`src/rtl/bus_conv_pkg.sv`:
```
// Shared types and helpers for the bus width converters.
package bus_conv_pkg;

  typedef enum logic {
    IDLE,
    SEND
  } state_t;

  // Maps a beat number onto the physical slice position of the wide word.
  function automatic int slice_idx(
    input int cnt,
    input int last,
    input bit msb_first
  );
    return msb_first ? (last - cnt) : cnt;
  endfunction

endpackage

```
`src/rtl/bus_slice_sel.sv`:
```
// Combinational wide-to-narrow slice selector.
module bus_slice_sel
  import bus_conv_pkg::*;
#(
  parameter int NARROW_WIDTH = 32,
  parameter int RATIO_LOG    = 2
) (
  input  logic [NARROW_WIDTH*(2**RATIO_LOG)-1:0] data,
  input  logic [RATIO_LOG-1:0]                   idx,
  input  logic                                   msb_first,
  output logic [NARROW_WIDTH-1:0]                slice
);

  localparam int NB = 2 ** RATIO_LOG;

  logic [RATIO_LOG-1:0] sel;

  always_comb begin
    sel   = RATIO_LOG'(slice_idx(32'(idx), NB - 1, msb_first));
    slice = data[sel*NARROW_WIDTH +: NARROW_WIDTH];
  end

endmodule

```
`src/rtl/wide_to_narrow_conv.sv`:
```
// Wide-to-narrow bus converter with per-word beat count.
// Optional out_last port enabled by defining W2N_LAST_EN.
module wide_to_narrow_conv
  import bus_conv_pkg::*;
#(
  parameter int NARROW_WIDTH = 32,
  parameter int RATIO_LOG    = 2,
  parameter bit MSB_FIRST    = 1'b0
) (
  input  logic                                   clk,
  input  logic                                   rst_n,
  input  logic [NARROW_WIDTH*(2**RATIO_LOG)-1:0] in_data,
  input  logic [RATIO_LOG-1:0]                   in_beats_m1,
  input  logic                                   in_valid,
  output logic                                   in_ready,
  output logic [NARROW_WIDTH-1:0]                out_data,
  output logic                                   out_valid,
  input  logic                                   out_ready,
  output logic                                   busy
`ifdef W2N_LAST_EN
  ,
  output logic                                   out_last
`endif
);

  localparam int W = NARROW_WIDTH * (2 ** RATIO_LOG);

  state_t               state;
  logic [RATIO_LOG-1:0] cnt;
  logic [RATIO_LOG-1:0] hold_m1;
  logic [W-1:0]         hold_data;
  logic                 last_beat;
  logic                 in_fire;
  logic                 out_fire;

  assign out_valid = (state == SEND);
  assign busy      = out_valid;
  assign last_beat = (cnt == hold_m1);
  assign out_fire  = out_valid & out_ready;
  // Ready on the last beat lets the next word reload with no bubble.
  assign in_ready  = (state == IDLE) | (out_fire & last_beat);
  assign in_fire   = in_valid & in_ready;

`ifdef W2N_LAST_EN
  assign out_last = out_valid & last_beat;
`endif

  always_ff @(posedge clk or negedge rst_n) begin
    if (!rst_n) begin
      state     <= IDLE;
      cnt       <= '0;
      hold_m1   <= '0;
      hold_data <= '0;
    end else if (in_fire) begin
      state     <= SEND;
      cnt       <= '0;
      hold_m1   <= in_beats_m1;
      hold_data <= in_data;
    end else if (out_fire) begin
      if (last_beat) begin
        state <= IDLE;
      end else begin
        cnt <= cnt + 1'b1;
      end
    end
  end

  bus_slice_sel #(
    .NARROW_WIDTH(NARROW_WIDTH),
    .RATIO_LOG   (RATIO_LOG)
  ) u_sel (
    .data     (hold_data),
    .idx      (cnt),
    .msb_first(MSB_FIRST),
    .slice    (out_data)
  );

endmodule

```
`config.mk`:
```
export PLATFORM = sky130hd
export DESIGN_NAME = wide_to_narrow_conv
export DESIGN_NICKNAME = d
export VERILOG_FILES = /design/src/rtl/bus_conv_pkg.sv /design/src/rtl/bus_slice_sel.sv /design/src/rtl/wide_to_narrow_conv.sv
export SDC_FILE = /design/constraint.sdc
export NUM_CORES = 1
export LEC_CHECK = 0
export CAP_MARGIN = 20
export CORE_ASPECT_RATIO = 1.2
export CORE_MARGIN = 2
export CORE_UTILIZATION = 40
export CTS_CLUSTER_SIZE = 16
export DETAILED_ROUTE_END_ITERATION = 16
export PLACE_DENSITY = 0.69
export SYNTH_ARGS = -nofsm -noshare
export SYNTH_HDL_FRONTEND = slang
export SYNTH_SLANG_ARGS = --single-unit
```
`constraint.sdc`:
```
create_clock -name clk -period 3.1 [get_ports clk]
set_input_delay 0.31 -clock clk [delete_from_list [all_inputs] [get_ports clk]]
set_output_delay 0.31 -clock clk [all_outputs]
set_load 0.05 [all_outputs]
```
==> results of run 1 <==
## sequential cells by signal (all words and copies together), names as in the netlist
name and count:
hold_m1 2, busy 1, cnt 2, hold_data 128
## worst reg2reg max path: cells and delay by family (launching register included)
kind,cells,cell delay (ps)
xor+xnor,1,330
mux,1,450
buf+inv,1,610
flops,1,700
compound gates,1,210
## kinds of logic (layout without fill, tap and decap cells)
kind of cell | count (synthesis) | count (layout) | share of synthesized area
AND/OR/NAND/NOR | 15 | 15 | 0.0149
buffers and inverters | 30 | 212 | 0.0356
XOR/XNOR | 4 | 4 | 0.00589
AO/OA/AOI/OAI | 12 | 12 | 0.0147
multiplexers | 160 | 160 | 0.369
flip-flops | 133 | 133 | 0.560
## report_power, final
part | switching (mW) | total, mW | internal [mW]
logic | 2.74 | 5.16 | 2.42
clock network | 0.732 | 1.79 | 1.06
registers | 0.513 | 3.16 | 2.65
total | 3.98 | 10.1 | 6.13
## cell type report
type	instances	area, um^2	area share
clock buffers	20	457	0.0548
inverters	4	15.0	0.00180
well taps	200	250	0.0300
flip-flops and latches	133	3330	0.400
clock inverters	12	81.3	0.00976
multi-input cells	191	2410	0.289
repair buffers	176	1790	0.215
## cells in the final DEF, fill, tap and decap left out, types with 2 or more instances in the layout
cell and instances:
nand3b_1 2, clkbuf_8 2, buf_12 4, inv_1 4, clkdlybuf4s50_1 167, buf_4 5, mux2_1 100, mux4_2 32
mux2_4 9, nand2_1 2, a21oi_1 2, xnor2_1 2, nand3_1 3, clkinv_2 6, clkinv_4 4, mux2_2 19
clkbuf_16 17, nand2b_1 2, dfrtp_2 2, dfrtp_1 131, xor2_1 2, o21ai_0 2
## how the worst min path moves through the flow
stage	from	slack, ps	depth (start not counted)	to
finish	rst_n	-30	1	hold_data[115]$_DFFE_PN0P_
global route	rst_n	40	1	hold_data[115]$_DFFE_PN0P_
CTS	rst_n	10	1	hold_data[115]$_DFFE_PN0P_
detailed placement	rst_n	450	1	hold_data[115]$_DFFE_PN0P_
global placement	rst_n	440	1	hold_data[115]$_DFFE_PN0P_
floorplan	rst_n	10	0	busy$_DFFE_PN0P_
## per-layer routing
| layer | vias up | global-route usage |
|---|---|---|
| li1 | 1663 | - |
| met1 | 1869 | 0.206 |
| met2 | 117 | 0.289 |
| met3 | 14 | 0.0581 |
| met4 | 0 | 0.0656 |
| met5 | - | 0 |
## metrics by stage
step	instance area (um^2)	setup slack, ps	cells	total power, mW
finish	8330	238	736	10.1
global route	8330	88.4	736	10.7
CTS	8330	219	736	10.3
detailed placement	7790	619	704	8.41
global placement	7790	669	704	8.26
floorplan	5950	1260	354	6.94
==> impl_metrics.tcl, run 1 <==
set metrics [dict create \
    drtPass1Iterations 4 \
    antenna_found_initial 0 \
    ys_ff_latch 133 \
    wirelength_mm 12.7 \
    die_x_um 115 \
    syn_area_per_cell_um2 16.8 \
    finalCriticalPeriod_ps 2860 \
    drc_errors 0 \
    cts_root_buf "clkbuf_16" \
    cp_slowest_cell "clkdlybuf4s50_1" \
    outcome "complete, but fails checks" \
    clkTransAtPathRegs_ps 60 \
    wl_met1_mm 5.11 \
    finalCoreUtilization 0.576 \
    end_kind "output pin" \
    cts_tree "done" \
    max-slew-margin-rel 0.467 \
    grt_max_degree 70 \
    grt_overflow 0 \
    synth_most_common_cell "dfrtp_1" \
    crit_start "cnt[1]$_DFFE_PN0P_" \
    post_cts_buffers 0 \
    post_drt_wl_per_cell_um 17.2 \
    fill_cells 1173 \
    rows 48 \
    cts_made_buffers 17 \
    finalSetupTns_ps 0 \
    route.met3.wl_um 797 \
    rsz0062_at_grt "false" \
    highest_layer "met4" \
    grt_pass1_wl_mm 20.8 \
    p_leak_nw 3.42 \
    cp.arrival_ps 2550 \
    setup.worst_path.end "in_ready" \
    worstRegToRegCells 4 \
    gp_congestion 0.764 \
    viasPerCell 4.98 \
    whs_ps -28.5 \
    cts_sinks 133 \
    die-height_um 138 \
    fmax_mhz 349 \
    syn2layout_area_growth_pct 40.1 \
    crit_fanout 20 \
    syn_inst 354 \
    synth_common_cells "dfrtp_1 (133), mux2_1 (100), mux4_2 (32)" \
    drive_gt1_frac 0.192 \
    r2r-end "hold_data[127]$_DFFE_PN0P_" \
    violations "hold timing" \
    dr_total_vias 3663 \
    initial_utilization 0.411 \
    yosysWarnings 0 \
    cts_resized 0 \
    core_um2 14500 \
    synth_area_leaders "dfrtp_1 (56%), mux2_1 (19%), mux4_2 (12%), mux2_2 (3.6%), mux2_4 (2.3%)" \
    synth_edf_count 0 \
    syn_nets 488 \
    ioPinCount 169 \
    cts_hold_buf 0 \
    synth_top_area_frac 0.560 \
    cpPeakStageDelay_ps 810 \
    yosysTopAreaCell "dfrtp_1" \
    dp_hpwl_mm 9.03 \
    max_cap_violations 0 \
    powerDensity_nw_per_um2 1210 \
    finalMaxSlewViolations 0 \
    final_antenna_net_count 0 \
    timing.final.crit_share 0.923 \
    tightest_slew_ps 799 \
    synth_ff_type "dfrtp_1" \
    synthArstFlopShare 1.00 \
    drt_iter0_markers 214 \
    path_class "reg -> out" \
    grt_pass1_vias 4179 \
    setup_viol 0 \
    startpoint_type "register" \
    nets 657 \
    critical_path.top_delay_family "buffers and inverters" \
    h-tree-depth 4 \
    syn_area_um2 5950 \
    ir_worst_vdd_uv 670 \
    crit_cells 4 \
    port_buffers 168 \
    met2_length_mm 6.57 \
    path_cells "xnor2_1 -> nand3_1 -> nand2_1 -> clkdlybuf4s50_1" \
    ys_seq_area_frac 0.560 \
    die_area_um2 15900 \
    grt.total_usage 0.173 \
    clock_latency_ps 410 \
    synth.distinct_cells 33 \
    r2r_slack_ps 680 \
    cts.path.max_buffers 2 \
    fin_worst_skew_ps 8.44 \
    required_ps 2790 \
    n_antenna_cell 0 \
    cp_num_buf_inv 1 \
    finalHoldViolCount 17 \
    hold_path_class "in -> async" \
    regToRegStartpoint "cnt[1]$_DFFE_PN0P_" \
]
(Power assumes the default switching activity.)
==> run 2: changes to the inputs <==
Settings changed: TNS_END_PERCENT set to 20.
==> results of run 2 <==
Final layout, timing and power as in run 1 (identical DEF).
==> run 3: changes to the inputs <==
Settings changed: CORE_UTILIZATION 40 to 29, PLACE_DENSITY 0.69 to unset, TNS_END_PERCENT 20 to 30.
==> impl_metrics.tcl, run 3 (synthesis results as in run 1) <==
set metrics [dict create \
    timing.final.crit_share 0.952 \
    clkTransAtPathRegs_ps 60 \
    cp_slowest_cell "clkdlybuf4s50_1" \
    cts_sinks 133 \
    rows 57 \
    die_x_um 135 \
    cts_made_buffers 17 \
    cts_resized 0 \
    syn2layout_area_growth_pct 42.1 \
    post_drt_wl_per_cell_um 17.0 \
    drive_gt1_frac 0.183 \
    powerDensity_nw_per_um2 1220 \
    finalHoldViolCount 0 \
    top_regs "hold_data x128, cnt x2, hold_m1 x2" \
    path_cells "buf_12 -> mux4_2 -> clkdlybuf4s50_1" \
    finalCoreUtilization 0.419 \
    drt_iter0_markers 119 \
    nets 657 \
    cp.arrival_ps 2640 \
    antenna_found_initial 0 \
    largest_reg_flops 128 \
    max_cap_violations 0 \
    dr_total_vias 3632 \
    port_buffers 168 \
    initial_utilization 0.295 \
    drc_errors 0 \
    finalCriticalPeriod_ps 2950 \
    viasPerCell 4.54 \
    end_kind "output pin" \
    fmax_mhz 339 \
    die_area_um2 21700 \
    p_total_mw 10.3 \
    startpoint_type "register" \
    path_class "reg -> out" \
    max-slew-margin-rel 0.411 \
    ioPinCount 169 \
    rsz0062_at_grt "false" \
    dp_hpwl_mm 9.38 \
    cts_root_buf "clkbuf_16" \
    h-tree-depth 4 \
    grt_pass1_wl_mm 22.3 \
    setup_viol 0 \
    finalMaxSlewViolations 0 \
    grt_overflow 0 \
    fin_worst_skew_ps 13.1 \
    clock_latency_ps 420 \
    final_common_cell "clkdlybuf4s50_1" \
    regMostFlops "hold_data" \
    final_antenna_net_count 0 \
    cpPeakStageDelay_ps 720 \
    whs_ps 359 \
    tightest_slew_ps 884 \
    required_ps 2790 \
    die-height_um 161 \
    outcome "complete, no violations" \
    n_antenna_cell 0 \
    cts_tree "done" \
    grt.total_usage 0.134 \
    cts.path.max_buffers 2 \
    crit_fanout 18 \
    drtPass1Iterations 4 \
    grt_pass1_vias 4244 \
    core_um2 20200 \
    stdcell_count 800 \
    hold_path_class "in -> async" \
    grt_max_degree 119 \
    layout_common_cells "clkdlybuf4s50_1 (167), dfrtp_1 (131), mux2_1 (100), mux4_2 (32), mux2_2 (19)" \
    dp_cells 767 \
    gp_congestion 0.721 \
    wirelength_mm 13.6 \
    finalSetupTns_ps 0 \
    p_leak_nw 3.41 \
    ir_worst_vdd_uv 665 \
]
## run 3: layout make-up
class                   count  area, um^2
clock buffers              22         454
clock inverters             9         105
fillers                  1829       11700
inverters                   4        15.0
multi-input cells         191        2410
flip-flops and latches    133        3330
well taps                 265         332
repair buffers            176        1800
## run 3: path summary, 6_finish.rpt
kind	start	end	slack, ps	depth (start not counted)
worst min register to register	hold_data[73]$_DFFE_PN0P_	hold_data[73]$_DFFE_PN0P_	490	1
max in group asynchronous	rst_n	hold_data[15]$_DFFE_PN0P_	1730	4
min in group clk	in_beats_m1[1]	hold_m1[1]$_DFFE_PN0P_	470	3
worst max-delay path	cnt[0]$_DFFE_PN0P_	out_data[30]	150	3
worst max register to register	cnt[0]$_DFFE_PN0P_	hold_data[38]$_DFFE_PN0P_	630	4
worst min-delay path	rst_n	hold_data[91]$_DFFE_PN0P_	360	2
## run 3: per-stage QoR
| stage | worst slack [ps] | cell area, um^2 |
|---|---|---|
| floorplan | 1260 | 5950 |
| global placement | 569 | 7850 |
| detailed placement | 547 | 7850 |
| CTS | 81.6 | 8410 |
| global route | 27.8 | 8450 |
| finish | 149 | 8450 |
## run 3: critical path, delay by kind of cell (launching register included)
kind / cells / cell delay (ps)
buffers and inverters: 2 / 970
DFF: 1 / 710
muxes: 1 / 540
## run 3: repair_timing
| action | CTS | global route |
|---|---|---|
| hold buffers | 0 | 1 |
| buffers inserted | 0 | 0 |
| hold endpoints to repair | 0 | 35 |
## run 3: per-layer routing
| metal | vias up | part of all wire | GRT usage |
|---|---|---|---|
| li1 | 1656 | - | - |
| met1 | 1848 | 0.41 | 0.157 |
| met2 | 113 | 0.51 | 0.226 |
| met3 | 15 | 0.068 | 0.0508 |
| met4 | 0 | 0.012 | 0.0440 |
| met5 | - | 0 | 0 |
## run 3: where the power goes
part	internal (mW)	total (mW)	switching [mW]
Sequential	2.65	3.20	0.552
Combinational	2.42	5.13	2.72
Clock	1.19	1.93	0.739
